## src/rtl/bsg_rr_encode_arb_pkg.sv

```systemverilog
//------------------------------------------------------------------------------
// Module   : bsg_rr_encode_arb_pkg
// Purpose  : Shared types and helpers for the round-robin encoded arbiter.
//            - state_e        : grant register occupancy (eEmpty / eFull)
//            - lg_num_in_f()  : width of a binary requester index
// Revision : 1.0 - initial release
//------------------------------------------------------------------------------
`default_nettype none

package bsg_rr_encode_arb_pkg;

   typedef enum logic [0:0] {
      eEmpty = 1'b0,
      eFull  = 1'b1
   } state_e;

   // Index width for n requesters.
   function automatic int lg_num_in_f(input int n);
      return (n <= 1) ? 1 : $clog2(n);
   endfunction

endpackage

`default_nettype wire

```

## src/rtl/bsg_rr_scan.sv

```systemverilog
//------------------------------------------------------------------------------
// Module   : bsg_rr_scan
// Purpose  : Combinational wrap-around priority scan. Returns the first set
//            request at or after index 'start', wrapping modulo num_in_p.
// Ports    : reqs  [num_in_p-1:0]  in   request vector
//            start [lg_num_in-1:0] in   first index to consider
//            found                 out  at least one request is set
//            index [lg_num_in-1:0] out  winning index (valid when found=1)
// Revision : 1.0 - initial release
//------------------------------------------------------------------------------
`default_nettype none

module bsg_rr_scan
   import bsg_rr_encode_arb_pkg::*;
#(
   parameter  int num_in_p  = 16,
   localparam int lg_num_in = lg_num_in_f(num_in_p)
)(
   input  logic [num_in_p-1:0]  reqs,
   input  logic [lg_num_in-1:0] start,
   output logic                 found,
   output logic [lg_num_in-1:0] index
);

   logic [2*num_in_p-1:0] doubled;
   logic [num_in_p-1:0]   rotated;
   logic [lg_num_in-1:0]  offset;

   // Rotate so that bit 'start' lands at position 0.
   assign doubled = {reqs, reqs} >> start;
   assign rotated = doubled[num_in_p-1:0];

   // Lowest set bit of the rotated vector; scanning downward lets the
   // lowest index overwrite earlier hits.
   always_comb begin
      offset = '0;
      for (int k = num_in_p - 1; k >= 0; k--) begin
         if (rotated[k]) begin
            offset = lg_num_in'(k);
         end
      end
   end

   assign found = |reqs;
   // num_in_p is a power of two, so the natural wrap of the adder is the modulo.
   assign index = offset + start;

endmodule

`default_nettype wire

```

## src/rtl/bsg_rr_encode_arb.sv

```systemverilog
//------------------------------------------------------------------------------
// Module   : bsg_rr_encode_arb
// Purpose  : Round-robin arbiter producing a registered binary grant id with a
//            valid/yumi handshake. Search resumes after the last accepted id.
// Ports    : clk_i    in   clock
//            reset_i  in   asynchronous active-high reset
//            reqs_i   in   [num_in_p-1:0] request vector
//            v_o      out  grant register holds a valid id
//            id_o     out  [lg_num_in-1:0] granted requester index
//            yumi_i   in   consumer accepts id_o (legal only when v_o=1)
//            lock_i   in   keep the same requester next (BSG_RR_ENC_LOCK_EN only)
// Config   : BSG_RR_ENC_LOCK_EN - adds lock_i for multi-beat grants
// Revision : 1.0 - initial release
//------------------------------------------------------------------------------
`default_nettype none

module bsg_rr_encode_arb
   import bsg_rr_encode_arb_pkg::*;
#(
   parameter  int num_in_p  = 16,
   localparam int lg_num_in = lg_num_in_f(num_in_p)
)(
   input  logic                 clk_i,
   input  logic                 reset_i,
   input  logic [num_in_p-1:0]  reqs_i,
   output logic                 v_o,
   output logic [lg_num_in-1:0] id_o,
`ifdef BSG_RR_ENC_LOCK_EN
   input  logic                 lock_i,
`endif
   input  logic                 yumi_i
);

   localparam logic [lg_num_in-1:0] one_lp = lg_num_in'(1);

   state_e               state_r, state_n;
   logic [lg_num_in-1:0] id_r;
   logic [lg_num_in-1:0] last_r;
   logic [lg_num_in-1:0] last_n;
   logic [lg_num_in-1:0] scan_start;
   logic                 scan_found;
   logic [lg_num_in-1:0] scan_index;
   logic                 accept;
   logic                 load;

   // yumi while empty is ignored.
   assign accept = (state_r == eFull) && yumi_i;

   // Pointer value after this cycle's acceptance. With lock, stepping back
   // one makes the current holder the first candidate of the next scan.
`ifdef BSG_RR_ENC_LOCK_EN
   assign last_n = lock_i ? (id_r - one_lp) : id_r;
`else
   assign last_n = id_r;
`endif

   // Scan from the pointer as updated by this cycle's yumi, not the stale one.
   assign scan_start = accept ? (last_n + one_lp) : (last_r + one_lp);

   bsg_rr_scan #(
      .num_in_p (num_in_p)
   ) u_scan (
      .reqs  (reqs_i),
      .start (scan_start),
      .found (scan_found),
      .index (scan_index)
   );

   always_comb begin
      state_n = state_r;
      load    = 1'b0;
      case (state_r)
         eEmpty: begin
            load    = 1'b1;
            state_n = scan_found ? eFull : eEmpty;
         end
         eFull: begin
            if (yumi_i) begin
               load    = 1'b1;
               state_n = scan_found ? eFull : eEmpty;
            end
         end
         default: begin
            state_n = eEmpty;
         end
      endcase
   end

   always_ff @(posedge clk_i or posedge reset_i) begin
      if (reset_i) begin
         state_r <= eEmpty;
         id_r    <= '0;
         last_r  <= '1;
      end else begin
         state_r <= state_n;
         if (load && scan_found) begin
            id_r <= scan_index;
         end
         if (accept) begin
            last_r <= last_n;
         end
      end
   end

   assign v_o  = (state_r == eFull);
   assign id_o = id_r;

`ifndef SYNTHESIS
   yumi_requires_valid: assert property (@(posedge clk_i) disable iff (reset_i)
      !(yumi_i && !v_o))
      else $error("bsg_rr_encode_arb: yumi_i asserted while v_o=0");
`endif

endmodule

`default_nettype wire

```

## config.mk

```make
export PLATFORM = sky130hd
export DESIGN_NAME = bsg_rr_encode_arb
export DESIGN_NICKNAME = d
export VERILOG_FILES = /design/src/rtl/bsg_rr_encode_arb_pkg.sv /design/src/rtl/bsg_rr_scan.sv /design/src/rtl/bsg_rr_encode_arb.sv
export SDC_FILE = /design/constraint.sdc
export NUM_CORES = 1
export LEC_CHECK = 0
export CORE_MARGIN = 2
export CORE_UTILIZATION = 55
export DETAILED_ROUTE_END_ITERATION = 16
export GPL_TIMING_DRIVEN = 1
export PLACE_DENSITY_LB_ADDON = 0.12
export SLEW_MARGIN = 20
export SYNTH_ARGS = -nofsm -noshare
export SYNTH_HDL_FRONTEND = slang
export SYNTH_SLANG_ARGS = --single-unit
```

## constraint.sdc

```tcl
create_clock -name clk_i -period 5.8 [get_ports clk_i]
set_input_delay 1.16 -clock clk_i [delete_from_list [all_inputs] [get_ports clk_i]]
set_output_delay 1.16 -clock clk_i [all_outputs]
set_load 0.02 [all_outputs]
```

==> results of run 1 <==
==> worst max-delay path: cells and delay by family <==
| kind | cells | cell delay (ps) |
|---|---|---|
| fa+ha+maj | 3 | 870 |
| buf+inv | 1 | 440 |
| compound gates | 3 | 700 |
| mux | 4 | 1490 |
| simple gates | 4 | 850 |
==> layout by cell type (no fill, tap or decap), types with 2 or more instances in the layout <==
cell,synthesis,routed
clkbuf_4,0,3
a22oi_1,2,2
inv_1,7,7
a21boi_2,2,2
nand2b_1,2,2
o21ai_1,3,3
a21oi_1,10,10
mux4_2,12,12
clkdlybuf4s50_1,0,23
buf_4,2,7
xnor2_1,3,3
mux2_2,10,10
dfrtp_1,5,5
a21boi_0,4,4
a21o_1,3,3
mux2i_1,16,16
nand2_1,9,9
a311oi_1,3,3
nand4_1,4,4
nand3_1,13,13
o211ai_1,5,5
and2_1,8,8
nor2_1,5,5
dfstp_2,4,4
mux4_1,5,5
xor2_1,4,4
o21ai_0,9,9
a31oi_1,2,2
a221oi_1,4,4
nor2b_1,2,2
nor4_1,5,5
ha_1,4,4
==> registers in the layout, summed over array words and instances, names as in the netlist <==
| register | cells |
|---|---|
| v_o | 1 |
| last_r | 4 |
| id_o | 4 |
==> cell type report <==
type	count	area, µm²
Inverter	8	37.5
Timing Repair Buffer	30	283
Multi-Input combinational cell	173	1610
Tap cell	46	57.6
Sequential cell	9	230
Fill cell	272	1140
Clock buffer	4	26.3
==> metrics by stage <==
step	hold slack (ps)	setup WS, ps	cell area (µm²)	util	std cells
after floorplan	576	673	1980	-	199
after global placement	575	261	2220	0.656	266
after detailed placement	579	172	2220	0.656	266
after CTS	598	418	2250	0.663	270
after global routing	620	154	2250	0.663	270
final	598	406	2250	0.663	270
==> routing by layer <==
layer  GRT usage  wire (µm)  vias to the layer above
met2       0.504       2720                      124
li1            -          -                      856
met4      0.0978        128                        0
met1       0.358       2030                      899
met5           0          0                        -
met3      0.0299        413                       16
==> path summary, 6_finish.rpt <==
kind / startpoint / to
min: last_r[2] / last_r[2]
max reg2reg: v_o / id_o[1]
max: yumi_i / id_o[1]
min reg2reg: last_r[2] / last_r[2]
min in group asynchronous: reset_i / id_o[0]
max in group asynchronous: reset_i / last_r[2]
==> cells by family (layout without fill, tap and decap cells) <==
kind of cell               after synthesis  count (layout)
AOI/OAI and AO/OA                       59              59
xor gates and xnor gates                 7               7
adders and majority gates                5               5
buffers and inverters                   17              42
DFF                                      9               9
muxes                                   44              44
and+or+nand+nor                         58              58
==> results_dict.tcl, run 1 <==
set metrics [dict create \
    path_max_fanout 15 \
    hold_buffers 0 \
    die_w_um 64.0 \
    post-dp-hpwl_um 4390 \
    synthAdderAreaFrac 0.0354 \
    grt_pass1_vias 1888 \
    synth-seq-area-share 0.116 \
    gp_congestion 0.957 \
    wl_per_cell_um 19.6 \
    io_pins 24 \
    hold_viol 0 \
    globalRouteOverflowTotal 0 \
    fp.dieArea_mm2 0.00409 \
    nNetsFinal 249 \
    synth_xor_area_frac 0.0310 \
    status "completed" \
    fmax_mhz 185 \
    drive_gt1_frac 0.232 \
    viasPerCell 7.02 \
    ys.flop_type "dfrtp_1" \
    cts_buffer_depth 2 \
    maxCapViolCount 0 \
    synth_top_family_by_area "multiplexers" \
    rrSetupSlack_ps 1160 \
    worst_path_max_delay_cell "mux4_2" \
    synth-simple-area-share 0.179 \
    slew_headroom 0.517 \
    vias 1895 \
    min_path_type "reg -> reg" \
    max_stage_delay_ps 460 \
    path_clk_slew_ps 60 \
    worstPathArrival_ps 5530 \
    grt.total_usage 0.284 \
    insertion_delay_ps 250 \
    cp.required_ps 5940 \
    tns_ps 0 \
    layout_min_cycle_time_ps 5390 \
    synth_top_cell_area_share 0.137 \
    synth_area_mm2 0.00198 \
    synth-edff-count 0 \
    area_growth_pct 13.6 \
    yosysUniqueCellTypes 59 \
    cts_root_buf "clkbuf_4" \
    synthArstFlopShare 1.00 \
    post_cts_buffers 0 \
    yosys.area.top_type "mux4_2" \
    syn_inst 199 \
    criticalPathCategory "in -> reg" \
    finalCritPeriodShare 0.930 \
    hold_path_depth 2 \
    r2r_cells 14 \
    tightest_slew_ps 710 \
    synth.area.top_cells "mux4_2 (14%), mux2i_1 (8.1%), mux4_1 (6.6%)" \
    cts_tree "yes" \
    synth_warnings 0 \
    cts_made_buffers 3 \
    num_rows 21 \
    finalSetupViolations 0 \
    synth_compound_area_frac 0.223 \
    skew_ps 2.57 \
    clock_sinks 9 \
    dieHeight_um 64.0 \
    maxSlewViolCount 0 \
    syn_nets 223 \
    drt_wl_total_um 5280 \
    ant_nets 0 \
    startpoint_type "input pin" \
    cp_common_cell "mux2_2" \
    portBuffers 23 \
    drcViolationCount 0 \
    drt_iter0_drc 258 \
    muxShareOfSynthArea 0.348 \
    ys_ff_latch 9 \
    core-area_mm2 0.00339 \
    dr.pass1.iters 6 \
    crit_path_end_kind "flip-flop" \
    grt_max_degree 20 \
    rsz0062_at_grt "false" \
    start_util 0.584 \
    antennaDiodeCount 0 \
    path_cells "clkdlybuf4s50_1 > nand2_2 > mux2_2 > ha_1 > or3_4 > nand2_4 > mux2_2 > mux4_2 > nor2b_1 > a211oi_1 > o211ai_1 > a311oi_1 > ha_1 > fa_1 > mux2_2" \
    grt_antenna_before_repair 0 \
    ctsHtreeMaxLevel 1 \
    cts_resized 0 \
    ys_top_cells_by_count "mux2i_1 (16), nand3_1 (13), mux4_2 (12)" \
    grt_pass1_wl_um 9150 \
    synth_area_per_cell_um2 9.95 \
    yosysMostFrequentCell "mux2i_1" \
]
Power of run 1 is left out: the tool's default activity adds up to more than one toggle a clock period on the data nets, which glitch-free logic cannot reach.
==> inputs of run 2 (changes only) <==
--- a/config.mk
+++ b/config.mk
@@ -10,6 +10,7 @@
 export DETAILED_ROUTE_END_ITERATION = 16
 export GPL_TIMING_DRIVEN = 1
 export PLACE_DENSITY_LB_ADDON = 0.12
+export SKIP_LAST_GASP = 1
 export SLEW_MARGIN = 20
 export SYNTH_ARGS = -nofsm -noshare
 export SYNTH_HDL_FRONTEND = slang
==> results of run 2 <==
Final layout, timing and power as in run 1 (identical DEF).
Power of run 2 is left out for the same reason.
